[src/rtl/laser_pkg.sv]
// Shared constants, widths and state encoding for the two-circle laser search controller.
package laser_pkg;

    localparam int GRID         = 16;
    localparam int GROUPS       = 4;
    localparam int GROUP_SIZE   = 10;
    localparam int TOTAL_POINTS = GROUPS * GROUP_SIZE;

    localparam int CNT_W   = 4;  // per-group count, 0..10 in contract
    localparam int TOT_W   = 6;  // per-candidate total, 0..40 (holds 4 x 15)
    localparam int COORD_W = 4;

    typedef enum logic [2:0] {
        IDLE,
        SWEEP,
        COMMIT,
        CHECK,
        DONE
    } state_t;

    typedef logic [CNT_W-1:0]   cnt_t;
    typedef logic [TOT_W-1:0]   total_t;
    typedef logic [TOT_W:0]     bound_t;
    typedef logic [COORD_W-1:0] coord_t;

    // Most points the groups after g can still add to a candidate's total.
    function automatic bound_t remaining_max(input logic [1:0] g);
        return bound_t'(GROUP_SIZE * (GROUPS - 1 - int'(g)));
    endfunction

endpackage

[src/rtl/laser_best_tracker.sv]
// Per-candidate accumulator and strict-greater best-centre register.
// Build option LASER_PRUNE_EN ends a candidate early once it can no longer beat the best.
module laser_best_tracker
    import laser_pkg::*;
(
    input  logic   CLK,
    input  logic   RST,
    input  logic   clear,
    input  logic   enable,
    input  logic [1:0] grp,
    input  cnt_t   grp_cnt,
    input  coord_t cand_x,
    input  coord_t cand_y,
    output logic   cand_end,
    output total_t best_total,
    output coord_t best_x,
    output coord_t best_y,
    output coord_t win_x,
    output coord_t win_y
);

    total_t acc;
    total_t sum;
    logic   last_grp;
    logic   better;

    assign sum      = acc + TOT_W'(grp_cnt);
    assign last_grp = (grp == 2'(GROUPS - 1));
    // Strict compare: a later candidate with an equal total never displaces the earlier one.
    assign better   = last_grp && (sum > best_total);

`ifdef LASER_PRUNE_EN
    bound_t bound;
    assign bound    = bound_t'(sum) + remaining_max(grp);
    assign cand_end = last_grp || (bound <= bound_t'(best_total));
`else
    assign cand_end = last_grp;
`endif

    // Winner including the candidate finishing this cycle, for the SWEEP->COMMIT hand-off.
    assign win_x = (enable && better) ? cand_x : best_x;
    assign win_y = (enable && better) ? cand_y : best_y;

    // NOTE: registers use non-blocking assignments so every flop samples pre-edge values.
    always_ff @(posedge CLK or posedge RST) begin
        if (RST) begin
            acc        <= '0;
            best_total <= '0;
            best_x     <= '0;
            best_y     <= '0;
        end else if (clear) begin
            acc        <= '0;
            best_total <= '0;
            best_x     <= '0;
            best_y     <= '0;
        end else if (enable) begin
            acc <= cand_end ? '0 : sum;
            if (better) begin
                best_total <= sum;
                best_x     <= cand_x;
                best_y     <= cand_y;
            end
        end
    end

endmodule

[src/rtl/laser_search_ctrl.sv]
// Two-circle laser search: raster-sweeps centres, commits each circle's best mask, alternates until stable.
// Build option LASER_PRUNE_EN (see laser_best_tracker) shortens sweeps without changing results.
module laser_search_ctrl #(
    parameter int MAX_ITER = 8,
    parameter int GRID     = 16,
    parameter int GROUPS   = 4
) (
    input  logic       CLK,
    input  logic       RST,
    input  logic       start,
    input  logic [3:0] grp_cnt,
    output logic [3:0] cx,
    output logic [3:0] cy,
    output logic [1:0] grp,
    output logic       circ_sel,
    output logic       mask_we,
    output logic [3:0] c1x,
    output logic [3:0] c1y,
    output logic [3:0] c2x,
    output logic [3:0] c2y,
    output logic       done
);
    import laser_pkg::*;

    localparam int         ITER_W     = $clog2(MAX_ITER + 1);
    localparam logic [3:0] LAST_COORD = 4'(GRID - 1);
    localparam logic [1:0] LAST_GRP   = 2'(GROUPS - 1);

    state_t state, state_nx;
    logic [3:0] cx_nx, cy_nx;
    logic [1:0] grp_nx;
    logic       sel_nx;
    logic [3:0] c1x_nx, c1y_nx, c2x_nx, c2y_nx;
    logic [ITER_W-1:0] iter, iter_nx;
    logic       same, same_nx;

    logic   trk_clear, trk_en, cand_end;
    total_t best_total;
    coord_t best_x, best_y, win_x, win_y;
    logic   unused_best_total;

    laser_best_tracker u_tracker (
        .CLK        (CLK),
        .RST        (RST),
        .clear      (trk_clear),
        .enable     (trk_en),
        .grp        (grp),
        .grp_cnt    (grp_cnt),
        .cand_x     (cx),
        .cand_y     (cy),
        .cand_end   (cand_end),
        .best_total (best_total),
        .best_x     (best_x),
        .best_y     (best_y),
        .win_x      (win_x),
        .win_y      (win_y)
    );

    assign unused_best_total = ^best_total;

    assign mask_we = (state == COMMIT);
    assign done    = (state == DONE);

    // NOTE: every signal of this block gets a default first; a missed branch would otherwise infer a latch.
    always_comb begin
        state_nx  = state;
        cx_nx     = cx;
        cy_nx     = cy;
        grp_nx    = grp;
        sel_nx    = circ_sel;
        c1x_nx    = c1x;
        c1y_nx    = c1y;
        c2x_nx    = c2x;
        c2y_nx    = c2y;
        iter_nx   = iter;
        same_nx   = same;
        trk_clear = 1'b0;
        trk_en    = 1'b0;

        case (state)
            IDLE, DONE: begin
                if (start) begin
                    state_nx  = SWEEP;
                    cx_nx     = '0;
                    cy_nx     = '0;
                    grp_nx    = '0;
                    sel_nx    = 1'b0;
                    c1x_nx    = '0;
                    c1y_nx    = '0;
                    c2x_nx    = '0;
                    c2y_nx    = '0;
                    iter_nx   = '0;
                    same_nx   = 1'b0;
                    trk_clear = 1'b1;
                end
            end

            SWEEP: begin
                trk_en = 1'b1;
                if (cand_end) begin
                    grp_nx = '0;
                    cx_nx  = cx + 4'd1;
                    if (cx == LAST_COORD) begin
                        cy_nx = cy + 4'd1;
                        if (cy == LAST_COORD) begin
                            state_nx = COMMIT;
                            cx_nx    = win_x;
                            cy_nx    = win_y;
                        end
                    end
                end else begin
                    grp_nx = grp + 2'd1;
                end
            end

            COMMIT: begin
                grp_nx = grp + 2'd1;
                if (grp == 2'd0) begin
                    // Compare against the centre this circle held before the sweep, then replace it.
                    if (circ_sel) begin
                        same_nx = (best_x == c2x) && (best_y == c2y);
                        c2x_nx  = best_x;
                        c2y_nx  = best_y;
                    end else begin
                        same_nx = (best_x == c1x) && (best_y == c1y);
                        c1x_nx  = best_x;
                        c1y_nx  = best_y;
                    end
                end
                if (grp == LAST_GRP) begin
                    state_nx = CHECK;
                end
            end

            CHECK: begin
                iter_nx = iter + ITER_W'(1);
                if ((same && (iter_nx >= ITER_W'(2))) || (iter_nx == ITER_W'(MAX_ITER))) begin
                    state_nx = DONE;
                end else begin
                    state_nx  = SWEEP;
                    sel_nx    = ~circ_sel;
                    cx_nx     = '0;
                    cy_nx     = '0;
                    grp_nx    = '0;
                    trk_clear = 1'b1;
                end
            end

            default: state_nx = IDLE;
        endcase
    end

    always_ff @(posedge CLK or posedge RST) begin
        if (RST) begin
            state    <= IDLE;
            cx       <= '0;
            cy       <= '0;
            grp      <= '0;
            circ_sel <= 1'b0;
            c1x      <= '0;
            c1y      <= '0;
            c2x      <= '0;
            c2y      <= '0;
            iter     <= '0;
            same     <= 1'b0;
        end else begin
            state    <= state_nx;
            cx       <= cx_nx;
            cy       <= cy_nx;
            grp      <= grp_nx;
            circ_sel <= sel_nx;
            c1x      <= c1x_nx;
            c1y      <= c1y_nx;
            c2x      <= c2x_nx;
            c2y      <= c2y_nx;
            iter     <= iter_nx;
            same     <= same_nx;
        end
    end

endmodule
[config.mk]
export PLATFORM = sky130hd
export DESIGN_NAME = laser_search_ctrl
export DESIGN_NICKNAME = d
export VERILOG_FILES = /design/src/rtl/laser_pkg.sv /design/src/rtl/laser_best_tracker.sv /design/src/rtl/laser_search_ctrl.sv
export SDC_FILE = /design/constraint.sdc
export NUM_CORES = 1
export LEC_CHECK = 0
export ABC_AREA = 0
export BUFFER_PORTS_ARGS = -buffer_cell sky130_fd_sc_hd__buf_4
export CAP_MARGIN = 20
export CORE_ASPECT_RATIO = 1.2
export CORE_MARGIN = 10
export CORE_UTILIZATION = 55
export CTS_BUF_LIST = sky130_fd_sc_hd__clkbuf_8
export DETAILED_ROUTE_END_ITERATION = 12
export PLACE_DENSITY = 0.83
export SETUP_SLACK_MARGIN = 0.5
export SLEW_MARGIN = 30
export SYNTH_ARGS = -nofsm -noshare
export SYNTH_HDL_FRONTEND = slang
export SYNTH_HIERARCHICAL = 1
export SYNTH_SLANG_ARGS = --single-unit
[constraint.sdc]
create_clock -name CLK -period 3.42 [get_ports CLK]
set_input_delay 0.684 -clock CLK [delete_from_list [all_inputs] [get_ports CLK]]
set_output_delay 0.684 -clock CLK [all_outputs]
set_load 0.01 [all_outputs]
After elaboration in Yosys (flattened, before gate mapping). Index checks and enable logic that the tools add are counted.

$lt $le $gt $ge: 2. Bitwise logic cells: 1. Equality and inequality tests: 23. Mux-type cells: 58. Multiply operators: 0. Reduce and logical (&&, ||, !) cells: 25. Add/sub/neg operators: 5. Div/mod/pow operators: 0. Shifts and indexed selects: 0.

Operators by type and width (count): 2-to-1 mux 4 bit (24); case mux 4 bit (2 select lines) (5); 2-to-1 mux 6 bit (6); case mux 4 bit (3 select lines) (2); 2-to-1 mux 3 bit (6); equality test 4 bit (4); adder 4 x 1 -> 4 bit, second input constant (3); equality test 4 bit, second input constant (3); inequality test 2 bit, second input constant (6); case mux 3 bit (4 select lines) (1); AND reduction 5 bit (2); AND reduction 3 bit (3); case mux 2 bit (4 select lines) (1); AND reduction 4 bit (2); nonzero test 2 bit (4); 2-to-1 mux 1 bit (7); adder 6 x 4 -> 6 bit (1); equality test 3 x 2 -> 1 bit, second input constant (2); greater-than comparator 6 bit (1); 2-to-1 mux 2 bit (3); inequality test 2 x 1 -> 1 bit, second input constant (3); case mux 1 bit (2 select lines) (3); AND reduction 6 bit (1); logical AND 1 bit (5); 15 further kinds (16).

Output and inout bits: 29. Memories: 0. Register bits after elaboration: 55. Memory bits (writable): 0. ROM bits: 0. Bits in latches: 0.

Logic depth before layout (Yosys ltp). Gate-level depths: netlist (run 1).

Depth after elaboration: 9. Gate-level depth with buffers: 15.

By module. Netlist (run 1), hierarchy kept.

By module, submodules not included: laser_search_ctrl (cells each 221, area an instance 2182.1 um^2, times used 1); laser_best_tracker (cells each 142, area an instance 1422.6 um^2, times used 1).

Worst setup path before layout (run 1). OpenSTA, ideal clock, no wires.

Kind: input port to flip-flop. Start: in grp_cnt[0]. End: reg cy[1]. Required time: 3287 ps. Path slack: -407 ps. Data arrival time: 3694 ps. Stages: 14. Cell sequence: ha_1 fa_1 and3_1 or3_1 and2_1 ha_1 and4_4 a31oi_4 o31a_1 buf_6 mux2_4 mux2_2 a32oi_1 o21ai_0.

Cells in the longest elaborated chain, start to end: 6.

Ends and longest elaborated chain: from (decl) (line laser_search_ctrl.sv:11) `input logic [3:0] grp_cnt,`; adder 6 x 4 -> 6 bit (line laser_best_tracker.sv:27) `assign sum = acc + TOT_W'(grp_cnt);`; greater-than comparator 6 bit (line laser_best_tracker.sv:30) `assign better = last_grp && (sum > best_total);`; logical AND 1 bit (line laser_best_tracker.sv:30); logical AND 1 bit (line laser_best_tracker.sv:42) `assign win_y = (enable && better) ? cand_y : best_y;`; inequality test 3 bit (no line); AND reduction 6 bit (no line); to (signal assigned) (line laser_search_ctrl.sv:169) `cy <= cy_nx;`; to (decl) (line laser_search_ctrl.sv:13) `output logic [3:0] cy,`.

No other way between the ends. A chain may end at the register's enable or synchronous reset.

Final worst setup path (run 1).
Start: in grp_cnt[0]. End: reg cy[3].

Same word-level chain as after synthesis.

==> flow_summary.yaml, run 1 <==
outcome:
  run_status: "complete, but fails checks"
  violations: "setup timing"
timing:
  min_period_ns: 3.45
  skew_ns: 0.0146
  hold_slack_ns: 0.465
  final_hold_viol_count: 0
  fmax_ghz: 0.290
  timing.setup.tns_ns: -0.0766
  tightest_slew_ns: 0.822
  fin_ws_ns: -0.0257
  maxSlewViolCount: 0
  rsz0062_at_grt: "yes"
  setup_viol: 3
  fin_crit_sh: 1.01
  slew_headroom: 0.451
power:
  seqPwrFrac: 0.284
  comb_power_share: 0.615
  leakagePower_nw: 2.10
  power_density_mw_per_mm2: 905
  ir_drop_v: 0.000610
  clkPwrFrac: 0.101
  power_switching_w: 0.00173
  swShare: 0.434
  p_int_w: 0.00226
synth:
  netlist_top_cells_area: "dfrtp_1, mux2_2, ha_1"
  ys_async_sr_fraction: 1.00
  syn_area_per_cell_um2: 9.93
  yosysTopAreaCellShare: 0.382
  yosys.area.top_type: "dfrtp_1"
  syn_inst: 363
  ys_warn_count: 6
  ys_seq_area_frac: 0.382
  synth_fp_nets: 387
  synth_ff_type: "dfrtp_1"
  synth_edf_count: 0
  synthDistinctLibCells: 66
  syn-cell-area_mm2: 0.00360
  synth-seq-cells: 55
layout:
  drive_gt1_frac: 0.328
  fillers: 455
  multiInputGateArea_mm2: 0.00219
  areaGrowthSynthToFinish_pct: 22.4
  layout_common_cells: "buf_4, dfrtp_1, nand2_1"
  regArea_mm2: 0.00138
  mostFrequentLayoutCell: "buf_4"
  nNetsFinal: 447
  fin_cells: 509
  fin_util: 0.688
  n_antenna_cell: 0
floorplanning:
  rows: 32
  dieArea_mm2: 0.0102
  die_y_um: 109
  start_util: 0.563
  die_x_um: 93.9
  io_pins: 36
  core_mm2: 0.00641
placement:
  dp_slack_ns: -0.372
  port_buffers: 35
  gp_congestion: 0.869
  place_hpwl_um: 6440
  place_inst: 492
global_routing:
  use_met3: 0.0303
  globalRouteMet2Util: 0.311
  gr-total-overflow: 0
  antenna_found_initial: 0
  grt_pass1_wl_um: 15100
  grt_pass1_vias: 3080
  grt_usage: 0.183
  grt_use_met1: 0.227
  top_usage_layer: "met2"
  grt_max_degree: 36
critical_path:
  cp-end-kind: "flop"
  start_kind: "primary input"
  critical_path_class: "primary input to flop"
  cp_max_fo: 8
  cp.arrival_ns: 3.64
  required_ns: 3.61
  max_stage_delay_ns: 0.34
  worstPathCellList: "buf_6 -> ha_4 -> fa_2 -> and3_4 -> or3_4 -> and2_4 -> ha_4 -> and4_4 -> o21a_4 -> o31a_1 -> buf_12 -> mux2_4 -> mux2i_1 -> a31o_2 -> a31oi_1"
  critical-path-slowest-cell: "fa_2"
  worst_path_most_repeated_cell: "ha_4"
hold_path:
  hold_path_class: "primary input to async pin"
route:
  drcViolationCount: 0
  ant_nets: 0
  wirelength_um: 9330
  vias: 3019
  post_drt_wl_per_cell_um: 18.3
  firstDrtPassIters: 4
  viasPerCell: 5.93
  drt_iter0_drc: 235
clock_tree:
  cts_sinks: 55
  cts_buffers: 5
  cts-htree-levels: 2
  cts-root-buf: "clkbuf_8"
  cts_tree: "done"
  path_clk_slew_ns: 0.11
  clockBufferDepth: 2
  clock_latency_ns: 0.33
  cts-hold-fix-buffers: 0
flow_run:
  cap_viol_max_count: 0
worst max-delay path: cells and delay by family:
| family | cells | cell delay (ns) |
|---|---|---|
| AO/OA/AOI/OAI | 4 | 0.64 |
| adder cells (fa/ha/maj) | 3 | 0.75 |
| buffers and inverters | 2 | 0.26 |
| multiplexers | 2 | 0.42 |
| AND/OR/NAND/NOR | 4 | 0.88 |
per-stage QoR:
step	instance area, µm²	power (W)
6_report	4410	0.00399
5_1_grt	4410	0.00429
4_1_cts	4350	0.00384
3_5_place_dp	4140	0.00328
3_3_place_gp	4140	0.00318
2_1_floorplan	3660	0.00263
synth_stat cells (3+ instances only):
| master | count |
|---|---|
| nand2_1 | 41 |
| ha_1 | 16 |
| clkbuf_1 | 8 |
| xnor2_1 | 17 |
| a31oi_1 | 6 |
| mux2_4 | 7 |
| nand2b_1 | 9 |
| and3_1 | 4 |
| nand3_1 | 15 |
| dfrtp_1 | 55 |
| o22ai_1 | 4 |
| nor2_1 | 12 |
| a2bb2oi_1 | 4 |
| o21ai_0 | 8 |
| mux2i_1 | 15 |
| or4_1 | 4 |
| a21o_1 | 3 |
| a21oi_1 | 18 |
| and2_1 | 10 |
| mux2_2 | 18 |
| nand4_1 | 4 |
| inv_1 | 24 |
| nor3_1 | 5 |
flip-flops by register name, indices dropped and copies added (netlist names), 4 cells and up:
signal	cells
u_tracker/acc	6
cy	4
c2y	4
u_tracker/best_x	4
u_tracker/best_total	6
c2x	4
u_tracker/best_y	4
c1y	4
cx	4
c1x	4
iter	4
cells by family after synthesis:
| group | Yosys count | synth area share |
|---|---|---|
| and+or+nand+nor | 126 | 0.198 |
| AOI/OAI and AO/OA | 66 | 0.135 |
| DFF | 55 | 0.382 |
| buffers and inverters | 39 | 0.0479 |
| adders and majority gates | 17 | 0.0611 |
| xor gates and xnor gates | 19 | 0.0462 |
| muxes | 41 | 0.130 |
power groups by stage:
stage / combinational, W / clock, W / sequential [W]
2_1_floorplan: 0.00155 / 0 / 0.00108
3_3_place_gp: 0.00207 / 0 / 0.00111
3_5_place_dp: 0.00215 / 0 / 0.00113
4_1_cts: 0.00231 / 0.000406 / 0.00112
5_1_grt: 0.00269 / 0.000430 / 0.00117
6_report: 0.00246 / 0.000402 / 0.00113
layout make-up:
| class | instances | area share |
|---|---|---|
| clock buffers | 6 | 0.0187 |
| clock inverters | 2 | 0.00369 |
| flip-flops and latches | 55 | 0.312 |
| inverters | 25 | 0.0213 |
| repair buffers | 67 | 0.123 |
| multi-input cells | 269 | 0.497 |
| well taps | 85 | 0.0241 |
routing by layer:
metal  vias to the layer above  part of all wire  routed length [µm]
met5                         -                 0                   0
met4                         0             0.020                 185
met3                        19             0.044                 414
met2                        85              0.51                4720
met1                      1491              0.43                4010
li1                       1424                 -                   -
final timing paths:
| kind | depth (start not counted) | to | slack, ns | startpoint |
|---|---|---|---|---|
| min in group CLK | 2 | u_tracker/best_total[1] | 0.54 | u_tracker/best_total[1] |
| min reg2reg | 2 | u_tracker/best_total[1] | 0.54 | u_tracker/best_total[1] |
| max in group asynchronous | 2 | u_tracker/best_total[5] | 2.39 | RST |
| max reg2reg | 14 | cy[3] | -0.01 | u_tracker/acc[0] |
| max | 15 | cy[3] | -0.03 | grp_cnt[0] |
| min | 3 | c2y[2] | 0.46 | RST |
repair_timing:
| action | in CTS | in global routing |
|---|---|---|
| setup endpoints to repair | 21 | 22 |
| pin swaps | 6 | 5 |
| gates resized for setup | 14 | 7 |
| buffers inserted | 4 | 5 |
Power figures use the tool's default switching activity.
==> inputs of run 2 (changes only) <==
--- a/config.mk
+++ b/config.mk
@@ -14,6 +14,7 @@
 export CTS_BUF_LIST = sky130_fd_sc_hd__clkbuf_8
 export DETAILED_ROUTE_END_ITERATION = 12
 export PLACE_DENSITY = 0.83
+export RECOVER_POWER = 25
 export SETUP_SLACK_MARGIN = 0.5
 export SLEW_MARGIN = 30
 export SYNTH_ARGS = -nofsm -noshare
==> flow_summary.yaml, run 2 (same netlist as run 1, synthesis figures left out) <==
power:
  ir_drop_v: 0.000610
  leakagePower_nw: 2.10
  power_density_mw_per_mm2: 905
layout:
  largestRegisters: "u_tracker/acc: 6 flops, u_tracker/best_total: 6 flops"
  layout_common_cells: "buf_4, dfrtp_1, nand2_1"
  n_antenna_cell: 0
  fin_cells: 509
  fillers: 457
  fin_util: 0.688
  multiInputGateArea_mm2: 0.00219
  areaGrowthSynthToFinish_pct: 22.2
  drive_gt1_frac: 0.325
  nNetsFinal: 447
  mostFrequentLayoutCell: "buf_4"
  regArea_mm2: 0.00138
critical_path:
  worst_path_most_repeated_cell: "ha_4"
  start_kind: "primary input"
  r2r_cells: 14
  critical_path_class: "primary input to flop"
  worstPathCellList: "buf_6 -> ha_4 -> fa_2 -> and3_4 -> or3_4 -> and2_4 -> ha_4 -> and4_4 -> o21a_4 -> o31a_1 -> buf_12 -> mux2_4 -> mux2i_1 -> a31o_2 -> a31oi_1"
  required_ns: 3.61
  cp.arrival_ns: 3.64
  critical-path-slowest-cell: "fa_2"
  cp_max_fo: 8
  max_stage_delay_ns: 0.34
  cp-end-kind: "flop"
placement:
  place_hpwl_um: 6440
  place_inst: 492
  port_buffers: 35
  gp_congestion: 0.869
hold_path:
  hold_path_class: "primary input to async pin"
clock_tree:
  clockBufferDepth: 2
  path_clk_slew_ns: 0.11
  cts-root-buf: "clkbuf_8"
  cts_sinks: 55
  cts_tree: "done"
  cts-htree-levels: 2
  cts_buffers: 5
  clock_latency_ns: 0.33
timing:
  setup_viol: 3
  fin_crit_sh: 1.01
  maxSlewViolCount: 36
  min_period_ns: 3.45
  timing.setup.tns_ns: -0.0752
  fin_ws_ns: -0.0269
  skew_ns: 0.0142
  tightest_slew_ns: 1.99
  final_hold_viol_count: 0
  rsz0062_at_grt: "yes"
  fmax_ghz: 0.290
  slew_headroom: -0.325
route:
  ant_nets: 0
  drt_iter0_drc: 235
  drcViolationCount: 0
  firstDrtPassIters: 4
  wirelength_um: 9320
  vias: 3021
  viasPerCell: 5.94
  post_drt_wl_per_cell_um: 18.3
global_routing:
  grt_usage: 0.183
  grt_pass1_vias: 3080
  gr-total-overflow: 0
  antenna_found_initial: 0
  grt_pass1_wl_um: 15100
  grt_max_degree: 36
floorplanning:
  start_util: 0.563
  rows: 32
  core_mm2: 0.00641
  die_x_um: 93.9
  dieArea_mm2: 0.0102
  io_pins: 36
  die_y_um: 109
outcome:
  run_status: "complete, but fails checks"
  violations: "capacitance limit, slew limit, setup timing"
flow_run:
  cap_viol_max_count: 1
run 2: path summary, 6_finish.rpt:
check,from,to,slack [ns]
worst min-delay path,RST,u_tracker/best_x[3],0.52
worst min register to register,u_tracker/best_total[1],u_tracker/best_total[1],0.54
worst max register to register,u_tracker/acc[0],cy[3],-0.01
worst max-delay path,grp_cnt[0],cy[3],-0.03
max in group asynchronous,RST,cy[2],1.21
min in group CLK,u_tracker/best_total[1],u_tracker/best_total[1],0.54
run 2: power by group:
group / switching [W] / internal (W) / total, W
clock: 0.000235 / 0.000166 / 0.000401
combinational: 0.00121 / 0.00125 / 0.00246
sequential: 0.000290 / 0.000843 / 0.00113
run 2: final cells by class:
type / instances / share of cell area
multi-input cells: 269 / 0.498
flip-flops and latches: 55 / 0.312
repair buffers: 67 / 0.122
well taps: 85 / 0.0241
inverters: 25 / 0.0213
clock buffers: 6 / 0.0187
clock inverters: 2 / 0.00369
run 2: worst max-delay path, delay by kind of cell:
family	cells	cell delay (ns)
and+or+nand+nor	4	0.88
adders and majority gates	3	0.75
AOI/OAI and AO/OA	4	0.64
muxes	2	0.42
buffers and inverters	2	0.26
run 2: what timing repair did:
item,CTS,global route
setup buffers,4,5
pin swaps,6,5
hold buffers,0,0
cloned,0,0
setup endpoints to repair,21,22
gates resized for setup,14,7
run 2: layer usage:
metal / track usage / vias to the layer above / wire length [µm]
met5: 0 / - / 0
met4: 0.0663 / 0 / 187
met3: 0.0303 / 20 / 403
met2: 0.311 / 83 / 4700
met1: 0.227 / 1493 / 4030
li1: - / 1425 / -
run 2: per-stage QoR:
step / cell area (µm²) / hold slack [ns] / setup slack [ns] / power, W
floorplan: 3660 / 0.500 / -0.205 / 0.00263
global placement: 4140 / 0.512 / -0.319 / 0.00318
detailed placement: 4140 / 0.529 / -0.372 / 0.00328
CTS: 4350 / 0.479 / 0.0144 / 0.00384
global route: 4410 / 0.569 / -0.138 / 0.00429
finish: 4410 / 0.518 / -0.0269 / 0.00399
==> inputs of run 3 (changes only) <==
--- a/config.mk
+++ b/config.mk
@@ -10,10 +10,11 @@
 export CAP_MARGIN = 20
 export CORE_ASPECT_RATIO = 1.2
 export CORE_MARGIN = 10
-export CORE_UTILIZATION = 55
+export CORE_UTILIZATION = 56
 export CTS_BUF_LIST = sky130_fd_sc_hd__clkbuf_8
 export DETAILED_ROUTE_END_ITERATION = 12
-export PLACE_DENSITY = 0.83
+export GPL_TIMING_DRIVEN = 0
+export PLACE_DENSITY = 0.84
 export RECOVER_POWER = 25
 export SETUP_SLACK_MARGIN = 0.5
 export SLEW_MARGIN = 30
==> flow_summary.yaml, run 3 (same netlist as run 1, synthesis figures left out) <==
timing:
  fin_ws_ns: -0.100
  fmax_ghz: 0.284
  rsz0062_at_grt: "yes"
  final_hold_viol_count: 0
  setup_viol: 8
  fin_crit_sh: 1.03
  skew_ns: 0.0129
  slew_headroom: 0.258
  tightest_slew_ns: 1.11
  maxSlewViolCount: 0
  min_period_ns: 3.52
floorplanning:
  start_util: 0.588
  dieArea_mm2: 0.0101
  rows: 31
  die_x_um: 93.2
  die_y_um: 108
  io_pins: 36
  core_mm2: 0.00613
power:
  leakagePower_nw: 2.05
  power_density_mw_per_mm2: 923
  p_total_w: 0.00402
  ir_drop_v: 0.000645
layout:
  areaGrowthSynthToFinish_pct: 20.7
  nNetsFinal: 440
  fin_util: 0.710
  layout_common_cells: "dfrtp_1, nand2_1, buf_4"
  mostFrequentLayoutCell: "dfrtp_1"
  final_area_mm2: 0.00435
  n_antenna_cell: 0
  largestRegisters: "u_tracker/acc: 6 flops, u_tracker/best_total: 6 flops"
  drive_gt1_frac: 0.293
  fillers: 470
clock_tree:
  path_clk_slew_ns: 0.11
  cts-root-buf: "clkbuf_8"
  cts_buffers: 5
  cts-htree-levels: 2
  clockBufferDepth: 2
  clock_latency_ns: 0.33
  cts_tree: "done"
  cts_sinks: 55
route:
  post_drt_wl_per_cell_um: 19.2
  viasPerCell: 6.07
  ant_nets: 0
  drt_iter0_drc: 244
  firstDrtPassIters: 5
  wirelength_um: 9570
  vias: 3031
  drcViolationCount: 0
outcome:
  violations: "setup timing"
  run_status: "complete, but fails checks"
global_routing:
  gr-total-overflow: 0
  grt_max_degree: 22
  antenna_found_initial: 0
  grt_pass1_wl_um: 14800
  grt_pass1_vias: 2935
  grt_usage: 0.181
critical_path:
  cp_max_fo: 3
  critical-path-slowest-cell: "fa_2"
  cp-end-kind: "flop"
  worstPathCellList: "buf_6 -> ha_4 -> fa_2 -> and3_4 -> or3_4 -> and2_4 -> ha_4 -> and4_4 -> a31oi_4 -> o31a_1 -> buf_6 -> mux2_4 -> mux2_4 -> a32oi_1 -> o21ai_1"
  critical_path_class: "primary input to flop"
  max_stage_delay_ns: 0.36
  required_ns: 3.63
  cp.arrival_ns: 3.73
  start_kind: "primary input"
flow_run:
  cap_viol_max_count: 0
placement:
  place_hpwl_um: 6420
  post_dp_cell_area_mm2: 0.00406
  port_buffers: 35
  gp_congestion: 0.877
hold_path:
  hold_path_class: "primary input to async pin"
==> run 3: what timing repair did <==
action | in CTS | in global routing
hold buffers | 0 | 0
pin swaps | 6 | 1
resized for setup | 12 | 12
gates cloned | 0 | 1
setup buffers | 6 | 3
setup endpoints to repair | 19 | 23
==> run 3: report_power, final <==
part | switching, W | internal (W) | total [W]
clock | 0.000245 | 0.000221 | 0.000466
sequential | 0.000307 | 0.000843 | 0.00115
combinational | 0.00122 | 0.00118 | 0.00240
total | 0.00177 | 0.00224 | 0.00402
==> run 3: cell type report <==
cell class	count	area, µm²	area share
multi-input cells	269	2190	0.504
flip-flops and latches	55	1380	0.316
repair buffers	46	390	0.0897
well taps	82	103	0.0236
inverters	25	93.8	0.0216
plain buffers	14	81.3	0.0187
clock buffers	5	68.8	0.0158
clock inverters	3	46.3	0.0106
==> run 3: worst paths after layout <==
kind | startpoint | to | slack [ns] | depth (start not counted)
worst max-delay path | grp_cnt[0] | cy[1] | -0.10 | 15
worst min-delay path | RST | cy[1] | 0.45 | 2
min in group CLK | u_tracker/best_total[0] | u_tracker/best_total[0] | 0.55 | 2
worst min register to register | u_tracker/best_total[0] | u_tracker/best_total[0] | 0.55 | 2
max in group asynchronous | RST | iter[2] | 1.53 | 3
worst max register to register | u_tracker/acc[0] | cy[1] | -0.09 | 14
==> run 3: routing by layer <==
metal  vias up  global-route usage  wire, µm
met5         -                   0         0
met4         0              0.0574       155
met3        14              0.0286       423
met2        91               0.315      4940
met1      1523               0.221      4050
li1       1403                   -         -
==> run 3: worst max-delay path, delay by kind of cell <==
family	cells	cell delay, ns
AO/OA/AOI/OAI	4	0.65
adder cells (fa/ha/maj)	3	0.72
buffers and inverters	2	0.24
multiplexers	2	0.56
AND/OR/NAND/NOR	4	0.88
==> run 3: stage by stage <==
stage	worst slack [ns]	std cells	setup TNS (ns)	hold WS, ns
after floorplan	-0.205	363	-0.488	0.500
after global placement	-0.459	480	-2.50	0.514
after detailed placement	-0.527	481	-2.92	0.532
after CTS	-0.0249	495	-0.107	0.367
after global routing	-0.164	499	-1.10	0.507
final	-0.100	499	-0.562	0.454
